### src/rtl/fft_cu_pkg.sv
// Shared definitions for the SDF FFT stage control unit.
package fft_cu_pkg;

  localparam int unsigned PIPE_LAT_MAX = 7;

  localparam logic [1:0] StIdle  = 2'd0;
  localparam logic [1:0] StFill  = 2'd1;
  localparam logic [1:0] StRun   = 2'd2;
  localparam logic [1:0] StDrain = 2'd3;

  // Never returns 0, so it is safe as a vector width.
  function automatic int unsigned cu_clog2(input int unsigned v);
    return (v <= 1) ? 1 : $clog2(v);
  endfunction

endpackage

### src/rtl/cu_valid_dly.sv
// 1-bit valid shift register of depth DEPTH with a one-stage-early tap and an empty flag.
module cu_valid_dly #(
  parameter int unsigned DEPTH = 2
) (
  input  logic clk_i,
  input  logic rst_i,
  input  logic in_i,
  output logic out_o,
  output logic pre_o,
  output logic empty_o
);

  logic [DEPTH-1:0] sr_q;

  if (DEPTH == 1) begin : g_one
    always_ff @(posedge clk_i) begin
      if (rst_i) sr_q <= '0;
      else       sr_q <= in_i;
    end
    // With no intermediate stage the early tap is the input itself.
    assign pre_o = in_i;
  end else begin : g_many
    always_ff @(posedge clk_i) begin
      if (rst_i) sr_q <= '0;
      else       sr_q <= {sr_q[DEPTH-2:0], in_i};
    end
    assign pre_o = sr_q[DEPTH-2];
  end

  assign out_o   = sr_q[DEPTH-1];
  assign empty_o = ~|sr_q;

endmodule

### src/rtl/cu_fft_sdf_stage.sv
// Control unit for one radix-2 SDF FFT stage: fill/run/drain sequencing, butterfly and twiddle control.
// Optional output frame_cnt_o is enabled by defining CU_FRAME_CNT_EN.
module cu_fft_sdf_stage
  import fft_cu_pkg::*;
#(
  parameter int unsigned DELAY     = 256,
  parameter int unsigned FRAME_LEN = 512,
  parameter int unsigned PIPE_LAT  = 1,
  parameter int unsigned TW_W      = 9
) (
  input  logic            clk_i,
  input  logic            rst_i,
  input  logic            start_i,
  input  logic            flush_i,
  input  logic            valid_in_i,
  output logic            bf_en_o,
  output logic [TW_W-1:0] tw_idx_o,
  output logic            valid_out_o,
  output logic            alert_next_o,
  output logic            frame_done_o,
`ifdef CU_FRAME_CNT_EN
  output logic [15:0]     frame_cnt_o,
`endif
  output logic            busy_o
);

  localparam int unsigned CW    = cu_clog2(FRAME_LEN);
  localparam int unsigned DLOG  = cu_clog2(DELAY);
  localparam int unsigned TW_SH = $clog2(FRAME_LEN / (2 * DELAY));
  localparam int unsigned DEPTH = PIPE_LAT + 1;
  localparam logic [CW-1:0]  CNT_LAST  = CW'(FRAME_LEN - 1);
  localparam logic [DLOG:0]  DELAY_CNT = (DLOG + 1)'(DELAY);

  if (PIPE_LAT > PIPE_LAT_MAX) begin : g_bad_lat
    $error("PIPE_LAT exceeds PIPE_LAT_MAX");
  end

  logic [1:0]      state_q, state_d;
  logic [CW-1:0]   cnt_q, cnt_d;
  logic [DLOG:0]   drain_q, drain_d;
  logic [DLOG:0]   fill_after;
  logic            bf_en_q, bf_en_d;
  logic [TW_W-1:0] tw_q, tw_d, tw_new;
  logic            fd_q, fd_d;
  logic            alerted_q, alerted_d;
  logic            accept, sr_in, sr_pre, sr_empty, alert;

  cu_valid_dly #(
    .DEPTH (DEPTH)
  ) u_valid_dly (
    .clk_i   (clk_i),
    .rst_i   (rst_i),
    .in_i    (sr_in),
    .out_o   (valid_out_o),
    .pre_o   (sr_pre),
    .empty_o (sr_empty)
  );

  always_comb begin
    accept     = valid_in_i && (state_q == StFill || state_q == StRun);
    // While filling, cnt_q equals the number of samples already in the delay line.
    fill_after = (DLOG + 1)'(cnt_q[DLOG-1:0]) + (DLOG + 1)'(accept);
    tw_new     = cnt_q[DLOG] ? (TW_W'(cnt_q[DLOG-1:0]) << TW_SH) : '0;

    state_d   = state_q;
    cnt_d     = accept ? cnt_q + CW'(1) : cnt_q;
    drain_d   = drain_q;
    alerted_d = alerted_q;

    unique case (state_q)
      StIdle: begin
        if (start_i) begin
          state_d   = StFill;
          cnt_d     = '0;
          alerted_d = 1'b0;
        end
      end
      StFill: begin
        if (flush_i) begin
          state_d = StDrain;
          drain_d = fill_after;
        end else if (accept && fill_after == DELAY_CNT) begin
          state_d = StRun;
        end
      end
      StRun: begin
        if (flush_i) begin
          state_d = StDrain;
          drain_d = DELAY_CNT;
        end
      end
      StDrain: begin
        if (drain_q != '0)  drain_d = drain_q - (DLOG + 1)'(1);
        else if (sr_empty)  state_d = StIdle;
      end
      default: state_d = StIdle;
    endcase

    sr_in = (state_q == StRun && valid_in_i) || (state_q == StDrain && drain_q != '0);
    alert = sr_pre && state_q == StRun && !alerted_q;
    if (alert) alerted_d = 1'b1;

    bf_en_d = accept ? cnt_q[DLOG] : bf_en_q;
    if (state_d == StDrain) bf_en_d = 1'b0;
    tw_d = accept ? tw_new : tw_q;
    fd_d = accept && cnt_q == CNT_LAST && state_d != StDrain;
  end

  always_ff @(posedge clk_i) begin
    if (rst_i) begin
      state_q   <= StIdle;
      cnt_q     <= '0;
      drain_q   <= '0;
      bf_en_q   <= 1'b0;
      tw_q      <= '0;
      fd_q      <= 1'b0;
      alerted_q <= 1'b0;
    end else begin
      state_q   <= state_d;
      cnt_q     <= cnt_d;
      drain_q   <= drain_d;
      bf_en_q   <= bf_en_d;
      tw_q      <= tw_d;
      fd_q      <= fd_d;
      alerted_q <= alerted_d;
    end
  end

`ifdef CU_FRAME_CNT_EN
  logic [15:0] frame_cnt_q;

  always_ff @(posedge clk_i) begin
    if (rst_i || (state_q == StIdle && start_i)) frame_cnt_q <= '0;
    else if (fd_d)                               frame_cnt_q <= frame_cnt_q + 16'd1;
  end

  assign frame_cnt_o = frame_cnt_q;
`endif

  assign bf_en_o      = bf_en_q;
  assign tw_idx_o     = tw_q;
  assign frame_done_o = fd_q;
  assign alert_next_o = alert;
  assign busy_o       = state_q != StIdle;

endmodule
### config.mk
export PLATFORM = sky130hd
export DESIGN_NAME = cu_fft_sdf_stage
export DESIGN_NICKNAME = d
export VERILOG_FILES = /design/src/rtl/fft_cu_pkg.sv /design/src/rtl/cu_valid_dly.sv /design/src/rtl/cu_fft_sdf_stage.sv
export SDC_FILE = /design/constraint.sdc
export NUM_CORES = 1
export LEC_CHECK = 0
export CAP_MARGIN = 30
export CORE_MARGIN = 4
export CORE_UTILIZATION = 55
export CTS_CLUSTER_SIZE = 14
export DETAILED_ROUTE_END_ITERATION = 12
export PLACE_DENSITY = 0.79
export SLEW_MARGIN = 10
export SYNTH_ARGS = -nofsm -noshare
export SYNTH_HDL_FRONTEND = slang
export SYNTH_SLANG_ARGS = --single-unit
### constraint.sdc
create_clock -name clk_i -period 3.9 [get_ports clk_i]
set_clock_uncertainty 0.2 [all_clocks]
set_input_delay 0.78 -clock clk_i [delete_from_list [all_inputs] [get_ports clk_i]]
set_output_delay 0.78 -clock clk_i [all_outputs]
set_load 0.01 [all_outputs]
==> results of run 1 <==
## worst min path at each step
stage	start	endpoint	slack [ns]	cells after the start
floorplan	alerted_q	alerted_q	0.24	1
global placement	tw_idx_o[1]	tw_idx_o[1]	0.24	2
detailed placement	tw_idx_o[6]	tw_idx_o[6]	0.25	2
CTS	tw_idx_o[1]	tw_idx_o[1]	0.26	2
global route	tw_idx_o[6]	tw_idx_o[6]	0.28	2
finish	tw_idx_o[1]	tw_idx_o[1]	0.26	2
## stage by stage
step / cells / instance area, sq um
floorplan: 231 / 1870
global placement: 280 / 2030
detailed placement: 280 / 2030
CTS: 287 / 2100
global route: 287 / 2100
finish: 287 / 2100
## registers in the layout (all words and copies together) (netlist names)
register	cells
state_q	2
bf_en_o	1
drain_q	9
tw_idx_o	8
u_valid_dly.sr_q	2
alerted_q	1
cnt_q	9
frame_done_o	1
## cells by family (layout without fill, tap and decap cells)
| family | count (synthesis) | after routing |
|---|---|---|
| AO/OA/AOI/OAI | 52 | 52 |
| other | 1 | 1 |
| AND/OR/NAND/NOR | 98 | 98 |
| multiplexers | 2 | 2 |
| buffers and inverters | 23 | 35 |
| flip-flops | 33 | 33 |
| adder cells (fa/ha/maj) | 11 | 11 |
| XOR/XNOR | 11 | 11 |
## area by class of cell
| cell class | count | area, sq um |
|---|---|---|
| clock buffer | 5 | 37.5 |
| clock inverter | 2 | 35.0 |
| fill | 290 | 1050 |
| inverter | 8 | 30.0 |
| multi-input combinational | 175 | 1090 |
| sequential | 33 | 661 |
| tap | 44 | 55.1 |
| timing repair buffer | 20 | 193 |
## per-layer routing
layer	GRT usage	vias to the layer above	share of wire
met2	0.343	51	0.48
met1	0.268	763	0.45
li1	-	847	-
met5	0	-	0
met4	0.0660	0	0.0083
met3	0.0680	4	0.058
## report_power, final
part / leakage, nW / total, W / switching (W) / internal, W
Combinational: 0.445 / 0.000273 / 0.000167 / 0.000106
Sequential: 0.266 / 0.000363 / 0.0000136 / 0.000349
Clock: 0.0410 / 0.000250 / 0.000120 / 0.000130
## critical path, cell delays in order, from the launching register on
cell and delay [ns]:
dfxtp_1 0.45, inv_1 0.11, ha_1 0.34, nand2_1 0.12, inv_2 0.05, ha_1 0.20, ha_1 0.30, nor4bb_1 0.37
and4_1 0.26, a21oi_1 0.09, a222oi_1 0.43, nor3_1 0.10
## Yosys cell counts (4+ instances only)
cell type | instances | area (sq um)
o21ai_1 | 4 | 20.0
a21oi_1 | 18 | 90.1
nand2_1 | 29 | 109
nor3_1 | 5 | 25.0
ha_1 | 11 | 138
nand3_1 | 18 | 90.1
o21ai_0 | 5 | 25.0
a22oi_1 | 4 | 30.0
xnor2_1 | 8 | 70.1
inv_1 | 7 | 26.3
dfxtp_1 | 33 | 661
nand4_1 | 4 | 25.0
clkbuf_1 | 6 | 22.5
nor2_1 | 21 | 78.8
## cells in the final DEF (no fill, tap or decap), types with 7 or more instances in the layout
cell type,count
a21oi_1,18
clkdlybuf4s50_1,17
dfxtp_1,33
ha_1,11
inv_1,7
nand2_1,29
nand3_1,18
nor2_1,21
xnor2_1,8
==> flow_summary.yaml, run 1 <==
global_route:
  overflow: 0
  grt_pass1_vias: 1552
  globalRouteTotalUtil: 0.213
  antenna_found_initial: 0
  grt_max_degree: 25
  grt_pass1_wl_mm: 7.09
routing:
  viasPerCell: 5.80
  drt_wl_total_mm: 4.12
  wl_per_cell_microns: 14.4
  drt_pass1_iterations: 4
  vias: 1665
  antenna_left: 0
  drt_iter0_markers: 109
  drcViolationCount: 0
synthesis:
  synth-compound-area-share: 0.181
  synth_area_sq_um: 1870
  yosys.area_share.simple: 0.263
  synthCells: 231
  synth.mux.area_fraction: 0.0107
  ys_ff_latch: 33
  syn_nets: 247
  ys_warn_count: 0
  synth-edff-count: 0
  syn_area_per_cell_sq_um: 8.09
  ys_types: 51
  synth_top_family_by_area: "simple AND/OR/NAND/NOR gates"
  synth-main-ff-cell: "dfxtp_1"
  synthAdderAreaFrac: 0.0736
  synth_seq_area_share: 0.353
  synth_xor_area_frac: 0.0515
  async_flop_share: 0
timing:
  setup_viol: 0
  period_needed_ns: 3.13
  fin_crit_sh: 0.803
  finalMaxSlewViolations: 0
  finalSetupTns_ns: 0
  maxSlewHeadroom: 0.642
  finalHoldViolCount: 0
  tightest_slew_ns: 0.538
  fin_hold_ws_ns: 0.260
  fmax_mhz: 319
  setup_ws_ns: 0.769
  rsz0062_at_grt: "no"
placement:
  place_congestion: 0.919
  port_buffers: 17
  pre_cts_ws_ns: 0.532
  dpl.hpwl_mm: 2.98
clock_tree:
  clock_latency_ns: 0.34
  tritoncts: "done"
  hold_buffers: 0
  h-tree-depth: 2
  numCtsBuffers: 5
  post-cts-setup-buffers: 0
  clk_path_buf_depth: 2
  clkSlewWorstSetupHoldPaths_ns: 0.10
  cts-root-buf: "clkbuf_4"
  cts.sinks: 33
  cts_resized: 0
power:
  p_leak_nw: 0.752
  finalPower_w: 0.000886
  power_density_nw_per_um2: 422
  irDropWorstVdd_mv: 0.262
critical_path:
  critical_path_arrival_ns: 3.15
  cp_max_fo: 6
  required_ns: 3.92
  r2r-end: "frame_done_o"
  critPathLaunchType: "register"
  cp-endpoint: "frame_done_o"
  critPathCaptureType: "register"
  r2r_start: "state_q[1]"
  ff2ff_path_depth: 11
  critical_path_class: "register to register"
  regToRegSetupSlack_ns: 0.77
  cp-startpoint: "state_q[1]"
min_path:
  hold_class: "register to register"
die:
  initial_core_util: 0.593
  boundaryPins: 19
  rows: 20
  core_sq_um: 3150
  die_y_microns: 66.3
  dieArea_sq_um: 4400
  die_w_microns: 66.3
finish:
  n_antenna_cell: 0
  areaGrowthSynthToFinish_pct: 12.3
  drive_above_1_share: 0.0658
  final_nets: 259
  fin_util: 0.666
status:
  outcome: "finished clean"
job:
  max-cap-violations: 0
(Power assumes the default switching activity.)
==> run 2: changes to the inputs <==
Clock period 3.9 ns to 3 ns, I/O delays scaled along.
==> run 2 against run 1 <==
  * Flip-flop and latch count unchanged
  * Via count rose by 3.0%
  * Sequential power increased by 30%
  * Critical path type is now register to primary output
  * Highest routed layer unchanged
==> flow_summary.yaml, run 2 (synthesized netlist as in run 1, its figures left out) <==
critical_path:
  crit_path_cell_trace: "inv_1 > buf_4 > ha_2 > nand2_1 > nor2_1 > clkdlybuf4s50_1"
  regToRegSetupSlack_ns: 0.20
  critical_path_arrival_ns: 2.01
  cp-startpoint: "state_q[0]"
  critical_path_class: "register to primary output"
  cp_max_fo: 9
  ff2ff_path_depth: 11
  critPathLaunchType: "register"
  cp-endpoint: "alert_next_o"
  critPathCaptureType: "primary output"
  r2r_start: "state_q[0]"
  cp_slowest_cell: "clkdlybuf4s50_1"
  cpPeakStageDelay_ns: 0.56
  required_ns: 2.20
  r2r-end: "frame_done_o"
die:
  die_w_microns: 66.3
  boundaryPins: 19
  initial_core_util: 0.593
  core_sq_um: 3150
  rows: 20
  die_y_microns: 66.3
  dieArea_sq_um: 4400
routing:
  drt_wl_total_mm: 4.38
  drt_pass1_iterations: 4
  vias: 1715
  viasPerCell: 5.81
  drt_iter0_markers: 129
  antenna_left: 0
  wl_per_cell_microns: 14.8
  drcViolationCount: 0
timing:
  maxSlewHeadroom: 0.652
  finalMaxSlewViolations: 0
  fin_crit_sh: 0.936
  period_needed_ns: 2.81
  finalHoldViolCount: 0
  rsz0062_at_grt: "no"
  setup_viol: 0
  setup_ws_ns: 0.192
  fmax_mhz: 356
  finalSetupTns_ns: 0
  tightest_slew_ns: 0.517
clock_tree:
  numCtsBuffers: 5
  cts.sinks: 33
  cts-root-buf: "clkbuf_4"
  clock_latency_ns: 0.35
  clk_path_buf_depth: 2
  clkSlewWorstSetupHoldPaths_ns: 0.12
  tritoncts: "done"
  h-tree-depth: 2
  hold_buffers: 0
  post-cts-setup-buffers: 0
global_route:
  grt_pass1_vias: 1539
  grt_max_degree: 15
  globalRouteTotalUtil: 0.215
  antenna_found_initial: 0
  grt_pass1_wl_mm: 7.23
  overflow: 0
finish:
  final_common_cell: "dfxtp_1"
  regArea_sq_um: 662
  final_nets: 266
  n_antenna_cell: 0
  areaGrowthSynthToFinish_pct: 17.3
  fill_cells: 263
  drive_above_1_share: 0.116
  mostFrequentLayoutCells: "dfxtp_1, nand2_1, nor2_1, nand3_1, a21oi_1"
  fin_area_sq_um: 2190
  multi_input_area_sq_um: 1110
power:
  power_density_nw_per_um2: 565
  p_leak_nw: 0.793
  irDropWorstVdd_mv: 0.297
status:
  outcome: "finished clean"
min_path:
  hold_class: "register to register"
placement:
  placed_cell_area_sq_um: 2080
  place_congestion: 0.904
  pre_cts_ws_ns: -0.177
  dpl.hpwl_mm: 3.14
  port_buffers: 17
job:
  max-cap-violations: 0
-- run 2: final cells by class --
| class | count | share of cell area |
|---|---|---|
| repair buffers | 27 | 0.112 |
| well taps | 44 | 0.0251 |
| inverters | 8 | 0.0137 |
| multi-input cells | 175 | 0.507 |
| flip-flops and latches | 33 | 0.302 |
| clock inverters | 2 | 0.0171 |
| clock buffers | 6 | 0.0234 |
-- run 2: per-stage QoR --
stage	hold slack [ns]	power [W]	cells	utilization
finish	0.258	0.00124	295	0.696
global route	0.288	0.00130	295	0.696
CTS	0.261	0.00122	295	0.688
detailed placement	0.246	0.000855	287	0.660
global placement	0.243	0.000852	287	0.660
floorplan	0.243	0.000751	231	-
-- run 2: how the worst min path moves through the flow --
stage                startpoint     endpoint  depth (start not counted)
finish              tw_idx_o[0]  tw_idx_o[0]                          2
global route        tw_idx_o[0]  tw_idx_o[0]                          2
CTS                 tw_idx_o[0]  tw_idx_o[0]                          2
detailed placement  tw_idx_o[0]  tw_idx_o[0]                          2
global placement    tw_idx_o[5]  tw_idx_o[5]                          2
floorplan             alerted_q    alerted_q                          1
-- run 2: critical path: cells and delay by family (launching register included) --
family	cells	cell delay, ns
flops	1	0.36
buf+inv	3	0.81
fa+ha+maj	1	0.28
simple gates	2	0.20
-- run 2: layer usage --
metal  GRT usage  up-vias  part of all wire
li1            -      863                 -
met1       0.282      796              0.47
met2       0.330       46              0.46
met3      0.0510       10             0.050
met4      0.0964        0             0.019
met5           0        -                 0
-- run 2: power breakdown --
part           leakage (nW)  switching, W  internal, W
clock network        0.0445      0.000164     0.000198
logic                 0.482      0.000239     0.000167
registers             0.266     0.0000156     0.000456
total                 0.793      0.000419     0.000820
-- run 2: what timing repair did --
action,4_1_cts,5_1_grt
endpoints found under the hold margin,0,0
resized for setup,0,5
setup endpoints to repair,0,2
==> run 3: changes to the inputs <==
Settings changed: CORE_UTILIZATION 55 to 40, PLACE_DENSITY 0.79 to 0.61.
==> run 3 against run 2 <==
  * Utilization is 20 points lower
  * Clock power up 12%
  * Combinational power about the same
  * Register-to-register slack improved by 0.07 ns
  * Clock-buffer cell count decreased by 1
  * Setup slack worse by 0.017 ns
  * Cell area increased by 1.3%
  * Largest power group unchanged
==> flow_summary.yaml, run 3 (synthesized netlist as in run 1, its figures left out) <==
global_route:
  antenna_found_initial: 0
  grt.met2_usage: 0.241
  overflow: 0
  grt_max_degree: 15
  grt_use_met3: 0.0544
  grt_pass1_vias: 1607
  grtUsageMet1: 0.232
  grt_pass1_wl_mm: 7.89
  globalRouteTotalUtil: 0.165
  grt-busiest-layer: "met2"
critical_path:
  ff2ff_path_depth: 11
  critPathLaunchType: "register"
  critical_path_class: "register to primary output"
  regToRegSetupSlack_ns: 0.27
  cp_max_fo: 9
  critical_path_arrival_ns: 2.03
  r2r-end: "frame_done_o"
  critPathCaptureType: "primary output"
  r2r_start: "state_q[0]"
  required_ns: 2.20
timing:
  setup_viol: 0
  fmax_mhz: 354
  finalHoldViolCount: 0
  maxSlewHeadroom: 0.613
  fin_crit_sh: 0.942
  setup_ws_ns: 0.175
  fin_hold_ws_ns: 0.256
  period_needed_ns: 2.83
  tightest_slew_ns: 0.575
  finalMaxSlewViolations: 0
die:
  core_sq_um: 4440
  boundaryPins: 19
  die_y_microns: 76.4
  dieArea_sq_um: 5830
  initial_core_util: 0.421
  die_w_microns: 76.4
  rows: 24
finish:
  fin_util: 0.500
  drive_above_1_share: 0.104
  final_nets: 266
  fin_area_sq_um: 2220
  n_antenna_cell: 0
  fin_cells: 302
  final_common_cell: "dfxtp_1"
  areaGrowthSynthToFinish_pct: 18.9
  mostFrequentLayoutCells: "dfxtp_1, nand2_1, nor2_1, nand3_1, a21oi_1"
routing:
  drt_iter0_markers: 320
  viasPerCell: 5.57
  vias: 1682
  drcViolationCount: 0
  antenna_left: 0
  drt_wl_total_mm: 4.45
  wl_per_cell_microns: 14.7
  drt_pass1_iterations: 4
power:
  power_density_nw_per_um2: 577
  p_leak_nw: 0.805
  irDropWorstVdd_mv: 0.255
clock_tree:
  cts-root-buf: "clkbuf_8"
  tritoncts: "done"
  numCtsBuffers: 5
  hold_buffers: 0
  clock_latency_ns: 0.29
  cts.sinks: 33
  h-tree-depth: 2
  clkSlewWorstSetupHoldPaths_ns: 0.07
  clk_path_buf_depth: 2
placement:
  place_congestion: 0.868
  placed_cell_area_sq_um: 2090
  dpl.hpwl_mm: 3.23
  dpl.cell_count: 295
  port_buffers: 17
  pre_cts_ws_ns: -0.138
status:
  outcome: "finished clean"
min_path:
  min_to: "tw_idx_o[7]"
  hp-start: "tw_idx_o[7]"
  whs_path_depth: 2
  hold_class: "register to register"
job:
  max-cap-violations: 0
[run 3: metal layers]
layer | share of wire | vias to the layer above
met1 | 0.48 | 769
met4 | 0.014 | 0
met2 | 0.45 | 46
met3 | 0.055 | 7
met5 | 0 | -
li1 | - | 860
[run 3: worst max-delay path: stages (launching register included)]
cell and delay (ns):
dfxtp_2 0.34, inv_1 0.12, buf_4 0.15, ha_1 0.36
nand2_1 0.10, nor2_1 0.13, clkdlybuf4s50_1 0.55
[run 3: where the power goes]
group	total, W	internal (W)	switching, W	leakage [nW]
sequential	0.000473	0.000456	0.0000173	0.266
combinational	0.000404	0.000165	0.000238	0.485
clock	0.000406	0.000241	0.000165	0.0540
[run 3: cell type report]
| cell class | count | area, sq um |
|---|---|---|
| Fill cell | 437 | 2220 |
| Multi-Input combinational cell | 175 | 1120 |
| Sequential cell | 33 | 662 |
| Timing Repair Buffer | 27 | 245 |
| Clock buffer | 5 | 68.8 |
| Tap cell | 52 | 65.1 |
| Clock inverter | 2 | 35.0 |
| Inverter | 8 | 30.0 |
[run 3: worst max path at each step]
| stage | start | to | slack [ns] | cells after the start |
|---|---|---|---|---|
| 2_1_floorplan | state_q[0] | bf_en_o | 0.01 | 12 |
| 3_3_place_gp | valid_in_i | frame_done_o | -0.10 | 10 |
| 3_5_place_dp | valid_in_i | frame_done_o | -0.14 | 10 |
| 4_1_cts | state_q[0] | frame_done_o | 0.06 | 11 |
| 5_1_grt | valid_in_i | bf_en_o | -0.0003 | 10 |
| 6_report | state_q[0] | alert_next_o | 0.17 | 6 |
[run 3: repair_timing]
item / CTS / global route
gates resized for setup: 0 / 4
setup buffers: 0 / 0
endpoints found under the setup margin: 0 / 3
[run 3: per-stage QoR]
| step | total power [W] | setup TNS (ns) |
|---|---|---|
| final | 0.00128 | 0 |
| after detailed placement | 0.000853 | -0.275 |
| after global placement | 0.000856 | -0.207 |
| after global routing | 0.00136 | -0.000314 |
| after floorplan | 0.000751 | 0 |
| after CTS | 0.00126 | 0 |
